===== src/rtl/sparc_mem_ctrl_if.sv =====
// sparc_mem_ctrl_if: boot stream, CPU MOV/MFC handshake and RAM port bundle for sparc_mem_ctrl.
interface sparc_mem_ctrl_if #(
    parameter int ADDR_W = 9
);
    logic              boot_en;
    logic              boot_valid;
    logic [7:0]        boot_data;
    logic              boot_done;
    logic              boot_ready;
    logic              boot_active;
    logic              mov;
    logic              r_w;
    logic [1:0]        mtype;
    logic [ADDR_W-1:0] cpu_addr;
    logic [31:0]       cpu_wdata;
    logic [31:0]       cpu_rdata;
    logic              mfc;
    logic              misalign_err;
    logic [ADDR_W-1:0] ram_addr;
    logic [7:0]        ram_wdata;
    logic              ram_we;
    logic              ram_re;
    logic [7:0]        ram_rdata;

    modport master (
        output boot_en, boot_valid, boot_data, boot_done, mov, r_w, mtype, cpu_addr, cpu_wdata, ram_rdata,
        input  boot_ready, boot_active, cpu_rdata, mfc, misalign_err, ram_addr, ram_wdata, ram_we, ram_re
    );

    modport slave (
        input  boot_en, boot_valid, boot_data, boot_done, mov, r_w, mtype, cpu_addr, cpu_wdata, ram_rdata,
        output boot_ready, boot_active, cpu_rdata, mfc, misalign_err, ram_addr, ram_wdata, ram_we, ram_re
    );
endinterface


===== src/rtl/sparc_mem_ctrl.sv =====
// sparc_mem_ctrl: boot preload and big-endian byte/half/word sequencing for the 512x8 RAM.
// Define SPARC_MEM_SIGNEXT_EN to sign-extend byte and halfword reads.
module sparc_mem_ctrl #(
    parameter int ADDR_W   = 9,
    parameter int DEPTH    = 512,
    parameter int READ_LAT = 1
) (
    input logic             clk,
    input logic             clr,
    sparc_mem_ctrl_if.slave bus
);
    typedef enum logic [1:0] {BOOT, IDLE, ACCESS, DONE} state_t;
    state_t            state;
    logic [ADDR_W-1:0] bcnt, a_q;
    logic [7:0]        wd_q;
    logic              we_q, re_q, rw, fault;
    logic [2:0]        n, k, n_in, last;
    logic [23:0]       wbuf, rbuf;
    logic [31:0]       wal, rval, rext;

    always_comb begin
        n_in  = bus.mtype == 2'b00 ? 3'd1 : bus.mtype == 2'b01 ? 3'd2 : 3'd4;
        fault = bus.mtype == 2'b11 || (bus.mtype == 2'b01 && bus.cpu_addr[0]) ||
                (bus.mtype == 2'b10 && bus.cpu_addr[1:0] != 2'b00);
        wal   = bus.mtype == 2'b00 ? {bus.cpu_wdata[7:0], 24'h0} :
                bus.mtype == 2'b01 ? {bus.cpu_wdata[15:0], 16'h0} : bus.cpu_wdata;
        last  = rw ? n + 3'(READ_LAT) - 3'd1 : n - 3'd1;
        rval  = {rbuf, bus.ram_rdata};
`ifdef SPARC_MEM_SIGNEXT_EN
        rext  = n == 3'd1 ? {{24{rval[7]}}, rval[7:0]} : n == 3'd2 ? {{16{rval[15]}}, rval[15:0]} : rval;
`else
        rext  = n == 3'd1 ? {24'h0, rval[7:0]} : n == 3'd2 ? {16'h0, rval[15:0]} : rval;
`endif
    end

    // Boot writes go straight through in the cycle boot_valid is seen.
    assign bus.boot_ready  = state == BOOT;
    assign bus.boot_active = state == BOOT;
    assign bus.ram_we      = state == BOOT ? bus.boot_valid : we_q;
    assign bus.ram_addr    = state == BOOT ? bcnt : a_q;
    assign bus.ram_wdata   = state == BOOT ? bus.boot_data : wd_q;
    assign bus.ram_re      = re_q;

    always_ff @(posedge clk) begin
        if (!clr) begin
            state            <= bus.boot_en ? BOOT : IDLE;
            bcnt             <= '0;
            a_q              <= '0;
            wd_q             <= '0;
            we_q             <= 1'b0;
            re_q             <= 1'b0;
            rw               <= 1'b0;
            n                <= 3'd1;
            k                <= 3'd0;
            wbuf             <= '0;
            rbuf             <= '0;
            bus.mfc          <= 1'b0;
            bus.misalign_err <= 1'b0;
            bus.cpu_rdata    <= '0;
        end else begin
            case (state)
                BOOT: begin
                    if (bus.boot_valid) bcnt <= bcnt + 1'b1;
                    if ((bus.boot_valid && bcnt == ADDR_W'(DEPTH - 1)) || bus.boot_done) state <= IDLE;
                end
                IDLE: if (bus.mov) begin
                    rw   <= bus.r_w;
                    n    <= n_in;
                    k    <= 3'd0;
                    rbuf <= '0;
                    if (fault) begin
                        state            <= DONE;
                        bus.mfc          <= 1'b1;
                        bus.misalign_err <= 1'b1;
                    end else begin
                        state <= ACCESS;
                        a_q   <= bus.cpu_addr;
                        we_q  <= !bus.r_w;
                        re_q  <= bus.r_w;
                        wd_q  <= wal[31:24];
                        wbuf  <= wal[23:0];
                    end
                end
                ACCESS: begin
                    k <= k + 3'd1;
                    if (k + 3'd1 < n) begin
                        a_q  <= a_q + 1'b1;
                        wd_q <= wbuf[23:16];
                        wbuf <= {wbuf[15:0], 8'h0};
                    end else begin
                        we_q <= 1'b0;
                        re_q <= 1'b0;
                    end
                    // Read bytes arrive READ_LAT cycles behind their issue, oldest first.
                    if (rw && k >= 3'(READ_LAT)) rbuf <= rval[23:0];
                    if (k == last) begin
                        state   <= DONE;
                        bus.mfc <= 1'b1;
                        if (rw) bus.cpu_rdata <= rext;
                    end
                end
                DONE: if (!bus.mov) begin
                    state            <= IDLE;
                    bus.mfc          <= 1'b0;
                    bus.misalign_err <= 1'b0;
                end
                default: state <= IDLE;
            endcase
        end
    end
endmodule


===== src/flat_wrapper.sv =====
// flat-port wrapper written by rule: the top's interface ports become plain ports
module sparc_mem_ctrl_flat 
#(
    parameter int ADDR_W   = 9,
    parameter int DEPTH    = 512,
    parameter int READ_LAT = 1
)
  (clk, clr, bus_boot_en, bus_boot_valid, bus_boot_data, bus_boot_done, bus_mov, bus_r_w, bus_mtype, bus_cpu_addr, bus_cpu_wdata, bus_ram_rdata, bus_boot_ready, bus_boot_active, bus_cpu_rdata, bus_mfc, bus_misalign_err, bus_ram_addr, bus_ram_wdata, bus_ram_we, bus_ram_re);
  sparc_mem_ctrl_if #(.ADDR_W(ADDR_W)) bus_i ();
  input logic clk;
  input logic clr;
  input wire logic [$bits(bus_i.boot_en)-1:0] bus_boot_en;
  input wire logic [$bits(bus_i.boot_valid)-1:0] bus_boot_valid;
  input wire logic [$bits(bus_i.boot_data)-1:0] bus_boot_data;
  input wire logic [$bits(bus_i.boot_done)-1:0] bus_boot_done;
  input wire logic [$bits(bus_i.mov)-1:0] bus_mov;
  input wire logic [$bits(bus_i.r_w)-1:0] bus_r_w;
  input wire logic [$bits(bus_i.mtype)-1:0] bus_mtype;
  input wire logic [$bits(bus_i.cpu_addr)-1:0] bus_cpu_addr;
  input wire logic [$bits(bus_i.cpu_wdata)-1:0] bus_cpu_wdata;
  input wire logic [$bits(bus_i.ram_rdata)-1:0] bus_ram_rdata;
  output wire logic [$bits(bus_i.boot_ready)-1:0] bus_boot_ready;
  output wire logic [$bits(bus_i.boot_active)-1:0] bus_boot_active;
  output wire logic [$bits(bus_i.cpu_rdata)-1:0] bus_cpu_rdata;
  output wire logic [$bits(bus_i.mfc)-1:0] bus_mfc;
  output wire logic [$bits(bus_i.misalign_err)-1:0] bus_misalign_err;
  output wire logic [$bits(bus_i.ram_addr)-1:0] bus_ram_addr;
  output wire logic [$bits(bus_i.ram_wdata)-1:0] bus_ram_wdata;
  output wire logic [$bits(bus_i.ram_we)-1:0] bus_ram_we;
  output wire logic [$bits(bus_i.ram_re)-1:0] bus_ram_re;
  assign bus_i.boot_en = bus_boot_en;
  assign bus_i.boot_valid = bus_boot_valid;
  assign bus_i.boot_data = bus_boot_data;
  assign bus_i.boot_done = bus_boot_done;
  assign bus_i.mov = bus_mov;
  assign bus_i.r_w = bus_r_w;
  assign bus_i.mtype = bus_mtype;
  assign bus_i.cpu_addr = bus_cpu_addr;
  assign bus_i.cpu_wdata = bus_cpu_wdata;
  assign bus_i.ram_rdata = bus_ram_rdata;
  assign bus_boot_ready = bus_i.boot_ready;
  assign bus_boot_active = bus_i.boot_active;
  assign bus_cpu_rdata = bus_i.cpu_rdata;
  assign bus_mfc = bus_i.mfc;
  assign bus_misalign_err = bus_i.misalign_err;
  assign bus_ram_addr = bus_i.ram_addr;
  assign bus_ram_wdata = bus_i.ram_wdata;
  assign bus_ram_we = bus_i.ram_we;
  assign bus_ram_re = bus_i.ram_re;
  sparc_mem_ctrl #(.ADDR_W(ADDR_W), .DEPTH(DEPTH), .READ_LAT(READ_LAT)) u_core (.clk(clk), .clr(clr), .bus(bus_i));
endmodule

===== config.mk =====
export PLATFORM = sky130hd
export DESIGN_NAME = sparc_mem_ctrl_flat
export DESIGN_NICKNAME = d
export VERILOG_FILES = /design/src/rtl/sparc_mem_ctrl_if.sv /design/src/rtl/sparc_mem_ctrl.sv /design/src/flat_wrapper.sv
export SDC_FILE = /design/constraint.sdc
export NUM_CORES = 1
export LEC_CHECK = 0
export ABC_AREA = 1
export CAP_MARGIN = 15
export CORE_MARGIN = 3
export CORE_UTILIZATION = 52
export CTS_CLUSTER_SIZE = 24
export DETAILED_ROUTE_END_ITERATION = 10
export PLACE_DENSITY = 0.8
export SLEW_MARGIN = 20
export SYNTH_ARGS = -nofsm -noshare
export SYNTH_HDL_FRONTEND = slang
export SYNTH_SLANG_ARGS = --single-unit

===== constraint.sdc =====
create_clock -name clk -period 2.65 [get_ports clk]
set_input_delay 0.265 -clock clk [delete_from_list [all_inputs] [get_ports clk]]
set_output_delay 0.265 -clock clk [all_outputs]
set_load 0.01 [all_outputs]

==> flow_summary.yaml, run 1 <==
pwr:
  p_int_w: 0.00495
  total_power_w: 0.00792
  leakage_nw: 3.27
  p_switching_w: 0.00296
  switching_share_pct: 37.4
  power-per-cell-area_nw_per_um2: 995
  ir_drop_uv: 696
  power_frac_seq_pct: 31.3
  pwr-share-clk_pct: 32.3
  pwr-share-comb_pct: 36.4
sta:
  finalCritPeriodShare_pct: 93.1
  worst_slew_pin_slew_ps: 563
  fin_skew_ps: 8.20
  setup_tns_ps: 0
  hold_viol: 0
  final-max-slew-violation-count: 0
  rsz0062_at_grt: "no"
  finalSetupViolations: 0
  worst_slack_ps: 183
  relSlewSlack_pct: 62.1
  period_minus_slack_ps: 2470
  fmax_ghz: 0.405
grt:
  grt_pass1_vias: 5683
  grt_max_degree: 46
  grt_usage_pct: 25.2
  grt_pass1_wl_mm: 27.0
  antenna_found_initial: 0
  grt_overflow_total: 0
finish:
  syn_to_final_growth_pct: 30.8
  final_nets: 1054
  final_layout_size_suffix_gt1_share_pct: 8.72
  diodes: 0
  fill_cells: 966
synth:
  synth_seq_cells: 119
  synth_area_um2: 6080
  synth.top_cells.by_count: "nand2_1 (192), dfxtp_1 (117), inv_1 (105)"
  syn_avg_cell_area_um2: 6.97
  yosysMostFrequentCell: "nand2_1"
  ys_types: 44
  synth_warnings: 0
  async_flop_share_pct: 0
  synthCells: 872
  synth_ff_type: "dfxtp_1"
  synth_top_area_cell: "dfxtp_1"
  ys_seq_area_share_pct: 39.5
  synth.area.top_cells: "dfxtp_1 (39%), nand2_1 (12%), a21oi_1 (8.1%)"
  synth_top_area_share_pct: 38.5
  synth_edf_count: 2
  synth_nets: 952
placed_design:
  globalplace.congestion: 0.852
  post-place-ws_ps: 262
  dp_hpwl_mm: 10.5
  io_buffers: 120
hold_path:
  hold_depth: 3
  hold_class: "primary input to register"
drt:
  ant_nets: 0
  drtIter0Drc: 569
  wl_per_cell_um: 14.4
  drc: 0
  vias_per_cell: 5.40
  firstDrtPassIters: 5
  vias: 6075
  wl_mm: 16.2
clock_network:
  post_cts_buffers: 0
  cts_tree: "built"
  clock_latency_ps: 410
  cts_sinks: 119
  path_clk_slew_ps: 50
  cts-buffers-inserted: 17
  htree_levels: 4
  postCtsHoldBufs: 0
  clockBufferDepth: 2
  cts_resized: 0
  cts_root_buf: "clkbuf_16"
worst_setup_path:
  path_common_cell: "nand2_1"
  crit_buf_inv: 3
  crit_type: "register to primary output"
  start_kind: "register"
  path_max_fanout: 37
  path_depth: 6
  cpPeakStageDelay_ps: 530
  crit_slowest_cell: "clkdlybuf4s50_1"
  crit_path_end_kind: "primary output"
  worst_ep_required_time_ps: 2380
  critPathArrivalTime_ps: 2200
  rr_worst_depth: 11
  critPathTopFamily: "buffers and inverters"
  path_cells: "inv_1 > ha_1 > buf_6 > nand2_1 > nand2_1 > clkdlybuf4s50_1"
die:
  num_rows: 38
  core_area_um2: 11100
  die_x_um: 114
  initial_utilization_pct: 54.7
  die_height_um: 114
  ios: 121
  dieArea_um2: 13000
status:
  status: "completed"
run:
  cap_viol_max_count: 0
[worst min-delay path, delay by kind of cell]
family | cells | cell delay (ps)
buf+inv | 2 | 230
simple gates | 1 | 110
[cell families (layout without fill, tap and decap cells)]
logic type / Yosys count / after routing / synth area share, %
adder cells (fa/ha/maj): 14 / 14 / 2.88
buffers and inverters: 162 / 276 / 11.4
AO/OA/AOI/OAI: 204 / 204 / 18.2
flip-flops: 119 / 119 / 39.5
XOR/XNOR: 4 / 4 / 0.576
AND/OR/NAND/NOR: 369 / 369 / 27.4
[final cells by class]
class	count	area [um^2]	area share [%]
flip-flops and latches	119	2400	30.2
clock buffers	18	439	5.52
clock inverters	13	219	2.75
well taps	140	175	2.20
inverters	110	419	5.27
multi-input cells	591	2990	37.6
repair buffers	135	1310	16.5
[flip-flops by register name (all words and copies together), names as in the netlist, 2 cells and up]
register and count:
u_core.bcnt 9, u_core.bus.cpu_rdata 32, u_core.rbuf 24, u_core.n 3
u_core.wbuf 24, u_core.k 3, u_core.wd_q 8, u_core.a_q 9
u_core.state 2
[cell usage in the layout, fill, tap and decap left out, types with 14 or more instances in the layout]
master	Yosys	layout
buf_4	7	14
nand4_1	27	27
clkdlybuf4s50_1	0	119
nand2_1	192	192
clkbuf_16	0	17
nand3_1	51	51
o21ai_0	72	72
inv_1	105	104
a21oi_1	98	98
nor2_1	69	69
o21ai_1	14	14
dfxtp_1	117	117
[path summary, 6_finish.rpt]
| kind | end | slack, ps | from |
|---|---|---|---|
| hold reg to reg | u_core.wbuf[11] | 450 | u_core.wbuf[11] |
| setup reg to reg | u_core.wbuf[20] | 260 | u_core.k[1] |
| hold / removal | u_core.k[1] | 230 | clr |
| setup / recovery | bus_ram_we | 180 | u_core.state[0] |
[per-stage QoR]
| step | instances | hold slack, ps | util, % | area [um^2] |
|---|---|---|---|---|
| global placement | 1095 | 437 | 65.6 | 7300 |
| floorplan | 872 | 367 | - | 6080 |
| CTS | 1126 | 230 | 71.5 | 7950 |
| finish | 1126 | 232 | 71.5 | 7960 |
| global route | 1126 | 261 | 71.5 | 7960 |
| detailed placement | 1095 | 439 | 65.6 | 7300 |
[layer usage]
| layer | share of wire [%] | routed length [um] | GRT usage [%] |
|---|---|---|---|
| met1 | 45 | 7290 | 34.9 |
| met2 | 47 | 7580 | 39.4 |
| met3 | 6.5 | 1060 | 5.13 |
| met4 | 1.6 | 265 | 8.55 |
| met5 | 0 | 0 | 0 |
[power groups by stage]
stage                     sequential [W]  combinational (W)  clock [W]
final                            0.00248            0.00288    0.00256
after floorplan                  0.00244            0.00210          0
after global routing             0.00252            0.00323    0.00268
after CTS                        0.00247            0.00286    0.00258
after global placement           0.00249            0.00277          0
after detailed placement         0.00250            0.00282          0
No activity file was read; power rests on OpenSTA's default activity.
==> run 2: changes to the inputs <==
--- a/config.mk
+++ b/config.mk
@@ -8,10 +8,13 @@
 export ABC_AREA = 1
 export CAP_MARGIN = 15
 export CORE_MARGIN = 3
-export CORE_UTILIZATION = 52
+export CORE_UTILIZATION = 55
+export CTS_CLUSTER_DIAMETER = 200
 export CTS_CLUSTER_SIZE = 24
 export DETAILED_ROUTE_END_ITERATION = 10
-export PLACE_DENSITY = 0.8
+export DONT_BUFFER_PORTS = 1
+export PLACE_DENSITY = 0.7
+export SETUP_SLACK_MARGIN = 0.3
 export SLEW_MARGIN = 20
 export SYNTH_ARGS = -nofsm -noshare
 export SYNTH_HDL_FRONTEND = slang
==> run 2 against run 1 <==
  * Critical path type unchanged
  * Utilization fell by 4.3 points
  * Largest cell class unchanged
  * Critical endpoint is now bus_ram_addr[3]
  * Via count fell by 6.2%
  * Largest power group unchanged
  * Non-clock buffer count fell by 90
  * Clock-buffer cell count rose by 3
  * Highest routed layer unchanged
==> flow_summary.yaml, run 2 (synthesis gave the netlist of run 1 again) <==
clock_network:
  htree_levels: 4
  post_cts_buffers: 0
  cts_sinks: 119
  path_clk_slew_ps: 60
  cts_root_buf: "clkbuf_8"
  clockBufferDepth: 2
  clock_latency_ps: 530
  cts_tree: "built"
  cts-buffers-inserted: 17
worst_setup_path:
  r2r_slack_ps: 500
  crit_path_end_kind: "primary output"
  cpPeakStageDelay_ps: 430
  start_kind: "register"
  worst_ep_required_time_ps: 2380
  rr_worst_depth: 9
  critPathTopFamily: "flip-flops"
  reg2reg_to: "u_core.rbuf[8]"
  crit_slowest_cell: "edfxtp_1"
  crit_buf_inv: 2
  path_max_fanout: 33
  r2r_start: "u_core.state[0]"
  crit_type: "register to primary output"
  critPathArrivalTime_ps: 1950
  path_cells: "inv_1 > ha_2 > buf_6 > nand2_1 > o21ai_0"
pwr:
  leakage_nw: 2.95
  ir_drop_uv: 650
  power-per-cell-area_nw_per_um2: 1070
finish:
  layout_commonest_cell: "nand2_1"
  final_cell_mix: "nand2_1 (192), dfxtp_1 (116), inv_1 (104)"
  final_layout_size_suffix_gt1_share_pct: 9.25
  diodes: 0
  top_register: "u_core.bus.cpu_rdata"
  reg_top3: "u_core.bus.cpu_rdata (32), u_core.rbuf (24), u_core.wbuf (24)"
  final_nets: 964
  largest_register_ff_count: 32
  syn_to_final_growth_pct: 16.6
  stdcell_area_um2: 7090
die:
  die_x_um: 111
  dieArea_um2: 12400
  ios: 121
  core_area_um2: 10600
  initial_utilization_pct: 57.6
  die_height_um: 111
  num_rows: 37
grt:
  top_usage_layer: "met2"
  grtUsageMet1_pct: 29.8
  grt_pass1_wl_mm: 26.7
  grt_max_degree: 63
  grtUsageMet2_pct: 44.8
  grt_usage_pct: 26.2
  grt_pass1_vias: 5603
  grt_overflow_total: 0
  grtUsageMet3_pct: 7.64
  antenna_found_initial: 0
drt:
  vias: 5699
  ant_nets: 0
  vias_per_cell: 5.52
  wl_mm: 16.1
  drtIter0Drc: 414
  firstDrtPassIters: 8
  drc: 0
  wl_per_cell_um: 15.6
sta:
  hold_viol: 0
  period_minus_slack_ps: 2210
  fin_skew_ps: 12.2
  worst_slack_ps: 439
  rsz0062_at_grt: "no"
  final-max-slew-violation-count: 0
  worst_slew_pin_slew_ps: 662
  setup_tns_ps: 0
  finalSetupViolations: 0
  finalCritPeriodShare_pct: 83.4
  relSlewSlack_pct: 55.8
  fmax_ghz: 0.452
placed_design:
  dp_hpwl_mm: 10.5
  post-place-ws_ps: 329
  place_area_um2: 6060
  globalplace.congestion: 0.878
  io_buffers: 0
hold_path:
  hold_class: "primary input to register"
  worstHoldStart: "bus_cpu_addr[1]"
  hold_depth: 4
  whs_endpoint: "u_core.a_q[1]"
status:
  status: "completed"
run:
  cap_viol_max_count: 0
[run 2: changes by cell type in the layout (fill, tap and decap cells not counted), sizes merged]
cell | previous run | this run
clkinvlp | 1 | 2
buf | 16 | 11
dlygate4sd3 | 0 | 34
clkbuf | 18 | 21
clkdlybuf4s50 | 119 | 0
clkinv | 7 | 4
[run 2: layer usage]
layer	share of wire [%]	vias to the layer above
met2	50	196
met3	6.5	39
met1	41	2598
met5	0	-
li1	-	2866
met4	3.1	0
[run 2: what timing repair did]
item | in CTS | in global routing
hold endpoints to repair | 86 | 0
hold buffers | 35 | 0
setup endpoints to repair | 17 | 58
gates resized for setup | 1 | 6
[run 2: worst max-delay path by stage]
stage | from | endpoint | cells past startpoint
after detailed placement | u_core.k[1] | u_core.wbuf[19] | 11
after floorplan | u_core.k[0] | u_core.a_q[3] | 10
after global placement | u_core.k[1] | u_core.wbuf[19] | 11
final | u_core.state[0] | bus_ram_addr[3] | 5
after global routing | u_core.state[0] | u_core.rbuf[15] | 9
after CTS | u_core.k[1] | u_core.wbuf[19] | 11
[run 2: area by class of cell]
class | count | area (um^2)
clock buffers | 21 | 459
clock inverters | 11 | 193
fillers | 918 | 3460
inverters | 110 | 423
multi-input cells | 591 | 2990
flip-flops and latches | 119 | 2400
well taps | 136 | 170
repair buffers | 45 | 450
[run 2: metrics by stage]
stage | total power, W | hold WS (ps) | utilization, % | std cells
after floorplan | 0.00454 | 367 | - | 872
after global placement | 0.00488 | 372 | 57.4 | 966
after detailed placement | 0.00495 | 380 | 57.4 | 966
after CTS | 0.00756 | 25.1 | 67.1 | 1033
after global routing | 0.00807 | 45.8 | 67.2 | 1033
final | 0.00758 | 24.6 | 67.2 | 1033
[run 2: tightest hold or removal path, cell delays in order]
cell and delay [ps]:
nand2_1 30, nand2_1 50, o21ai_1 70, a21oi_1 100
[run 2: where the power goes]
| part | internal, W | switching [W] |
|---|---|---|
| registers | 0.00221 | 0.000280 |
| logic | 0.000785 | 0.00177 |
| clock network | 0.00170 | 0.000830 |
| total | 0.00470 | 0.00288 |
==> run 3: changes to the inputs <==
==> constraint.sdc (replaced) <==
create_clock -name clk -period 2.1 [get_ports clk]
set_input_delay 0.21 -clock clk [delete_from_list [all_inputs] [get_ports clk]]
set_output_delay 0.21 -clock clk [all_outputs]
set_load 0.01 [all_outputs]
==> run 3 against run 2 <==
  * The run now ends with negative hold slack left
  * Flip-flop and latch count unchanged
  * Via count increased by 9.7%
  * Utilization increased by 11 points
  * Clock power increased by 15%
  * First-iteration DRC count increased by 25%
  * Register-to-register slack got worse by 370 ps
  * Largest power group unchanged
  * Hold slack got worse by 27 ps
  * Combinational power increased by 96%
  * Setup slack got worse by 310 ps
  * Clock skew decreased by 4.4 ps
==> flow_summary.yaml, run 3 (synthesis gave the netlist of run 1 again) <==
status:
  status: "finished, violations left"
  violations: "negative hold slack"
clock_network:
  clockBufferDepth: 2
  path_clk_slew_ps: 60
  cts_root_buf: "clkbuf_8"
  cts-buffers-inserted: 17
  clock_latency_ps: 540
  htree_levels: 4
  cts_sinks: 119
  cts_tree: "built"
drt:
  vias_per_cell: 5.68
  top_layer: "met4"
  wl_per_cell_um: 16.8
  route.met2.wl_mm: 9.40
  vias: 6254
  ant_nets: 0
  routedLengthMet1_mm: 7.20
  drtIter0Drc: 517
  wl_met3_mm: 1.27
  drc: 0
  firstDrtPassIters: 5
  wl_mm: 18.5
die:
  initial_utilization_pct: 57.6
  ios: 121
  dieArea_um2: 12400
  die_x_um: 111
  core_area_um2: 10600
  num_rows: 37
  die_height_um: 111
finish:
  multi_input_area_um2: 3440
  fill_cells: 690
  final_layout_size_suffix_gt1_share_pct: 23.4
  layout_commonest_cell: "nand2_1"
  syn_to_final_growth_pct: 36.4
  largest_register_ff_count: 32
  final_nets: 1032
  reg_top3: "u_core.bus.cpu_rdata (32), u_core.rbuf (24), u_core.wbuf (24)"
  final_cell_mix: "nand2_1 (175), dfxtp_1 (108), inv_1 (95)"
  seqCellArea_um2: 2420
  top_register: "u_core.bus.cpu_rdata"
  diodes: 0
grt:
  grt_max_degree: 64
  grt_pass1_vias: 5860
  grt_usage_pct: 27.8
  grt_pass1_wl_mm: 28.3
  antenna_found_initial: 0
  grt_overflow_total: 0
placed_design:
  io_buffers: 0
  globalplace.congestion: 0.835
  dp_hpwl_mm: 10.4
sta:
  final-max-slew-violation-count: 0
  finalCritPeriodShare_pct: 94.0
  worst_slew_pin_slew_ps: 373
  fin_skew_ps: 7.78
  setup_tns_ps: 0
  rsz0062_at_grt: "yes"
  hold_viol: 1
  period_minus_slack_ps: 1970
  fmax_ghz: 0.507
  finalSetupViolations: 0
  relSlewSlack_pct: 75.1
  timing.hold.ws_ps: -2.65
worst_setup_path:
  worst_ep_required_time_ps: 2530
  r2r_start: "u_core.k[1]"
  path_cells: "ha_4 > xor2_4 > ha_4 > a21oi_2 > nand2_2 > nand2_2 > nand3_4 > buf_12 > clkinv_8 > a21oi_2 > and2_1"
  critPathArrivalTime_ps: 2400
  rr_worst_depth: 11
  path_max_fanout: 5
  cpPeakStageDelay_ps: 390
  crit_path_end_kind: "register"
  critPathTopFamily: "simple AND/OR/NAND/NOR gates"
  critPathLaunch: "u_core.k[1]"
  crit_type: "register to register"
  reg2reg_to: "u_core.a_q[5]"
  crit_slowest_cell: "dfxtp_4"
  r2r_slack_ps: 130
  start_kind: "register"
  crit_buf_inv: 2
hold_path:
  hold_depth: 4
  whs_endpoint: "u_core.wbuf[8]"
  hold_class: "primary input to register"
  worstHoldStart: "bus_cpu_wdata[8]"
pwr:
  ir_drop_uv: 807
  leakage_nw: 3.38
  power-per-cell-area_nw_per_um2: 1340
run:
  cap_viol_max_count: 0
[run 3: changes by cell type in the layout (fill, tap and decap cells not counted), moves of 9 or more]
cell	before	now
nand2_1	192	175
a21oi_1	98	79
o21ai_0	71	50
a21oi_2	8	27
dlygate4sd3_1	34	47
nand2_2	2	11
o21ai_1	15	27
buf_4	8	44
inv_1	104	95
nand3_1	51	39
[run 3: worst max path at each step]
| stage | slack, ps | cells past startpoint | endpoint |
|---|---|---|---|
| finish | 130 | 11 | u_core.a_q[5] |
| detailed placement | 40 | 10 | u_core.wbuf[8] |
| floorplan | 290 | 11 | u_core.wbuf[0] |
| global placement | 140 | 10 | u_core.wbuf[23] |
| CTS | 110 | 5 | bus_ram_addr[5] |
| global route | 60 | 11 | u_core.wbuf[14] |
[run 3: power breakdown]
group	leakage [nW]	internal (W)	switching, W
clock	0.283	0.00183	0.00107
combinational	2.12	0.00202	0.00298
sequential	0.976	0.00281	0.000408
total	3.38	0.00666	0.00446
[run 3: final cells by class]
| type | count | share of cell area (%) |
|---|---|---|
| Multi-Input combinational cell | 591 | 41.4 |
| Sequential cell | 119 | 29.2 |
| Timing Repair Buffer | 108 | 13.7 |
| Inverter | 110 | 5.54 |
| Clock buffer | 19 | 5.20 |
| Tap cell | 136 | 2.05 |
| Clock inverter | 13 | 1.87 |
| Timing Repair inverter | 5 | 1.06 |
[run 3: worst reg2reg max path: cells and delay by family (launching register included)]
family | cells | cell delay, ps
buf+inv | 2 | 290
flops | 1 | 390
simple gates | 4 | 430
compound gates | 2 | 180
xor+xnor | 1 | 180
fa+ha+maj | 2 | 410
[run 3: metal layers]
layer,vias up,track usage [%]
li1,3012,-
met3,48,7.75
met4,0,11.5
met2,264,48.1
met5,-,0
met1,2930,32.2
[run 3: repair_timing]
item | CTS | global route
pin swaps | 5 | 25
endpoints found under the hold margin | 99 | 1
buffers inserted | 10 | 10
setup endpoints to repair | 107 | 118
gates cloned | 6 | 4
gates resized for setup | 44 | 115
hold buffers | 47 | 1
[run 3: stage by stage]
stage / instance area, um^2 / total power (W) / worst slack (ps) / util, % / std cells
after floorplan: 6110 / 0.00579 / 293 / - / 872
after global placement: 6270 / 0.00644 / 144 / 59.4 / 991
after detailed placement: 6270 / 0.00655 / 39.1 / 59.4 / 991
after CTS: 7720 / 0.0103 / 110 / 73.2 / 1086
after global routing: 8290 / 0.0117 / 58.5 / 78.6 / 1101
final: 8290 / 0.0111 / 126 / 78.6 / 1101
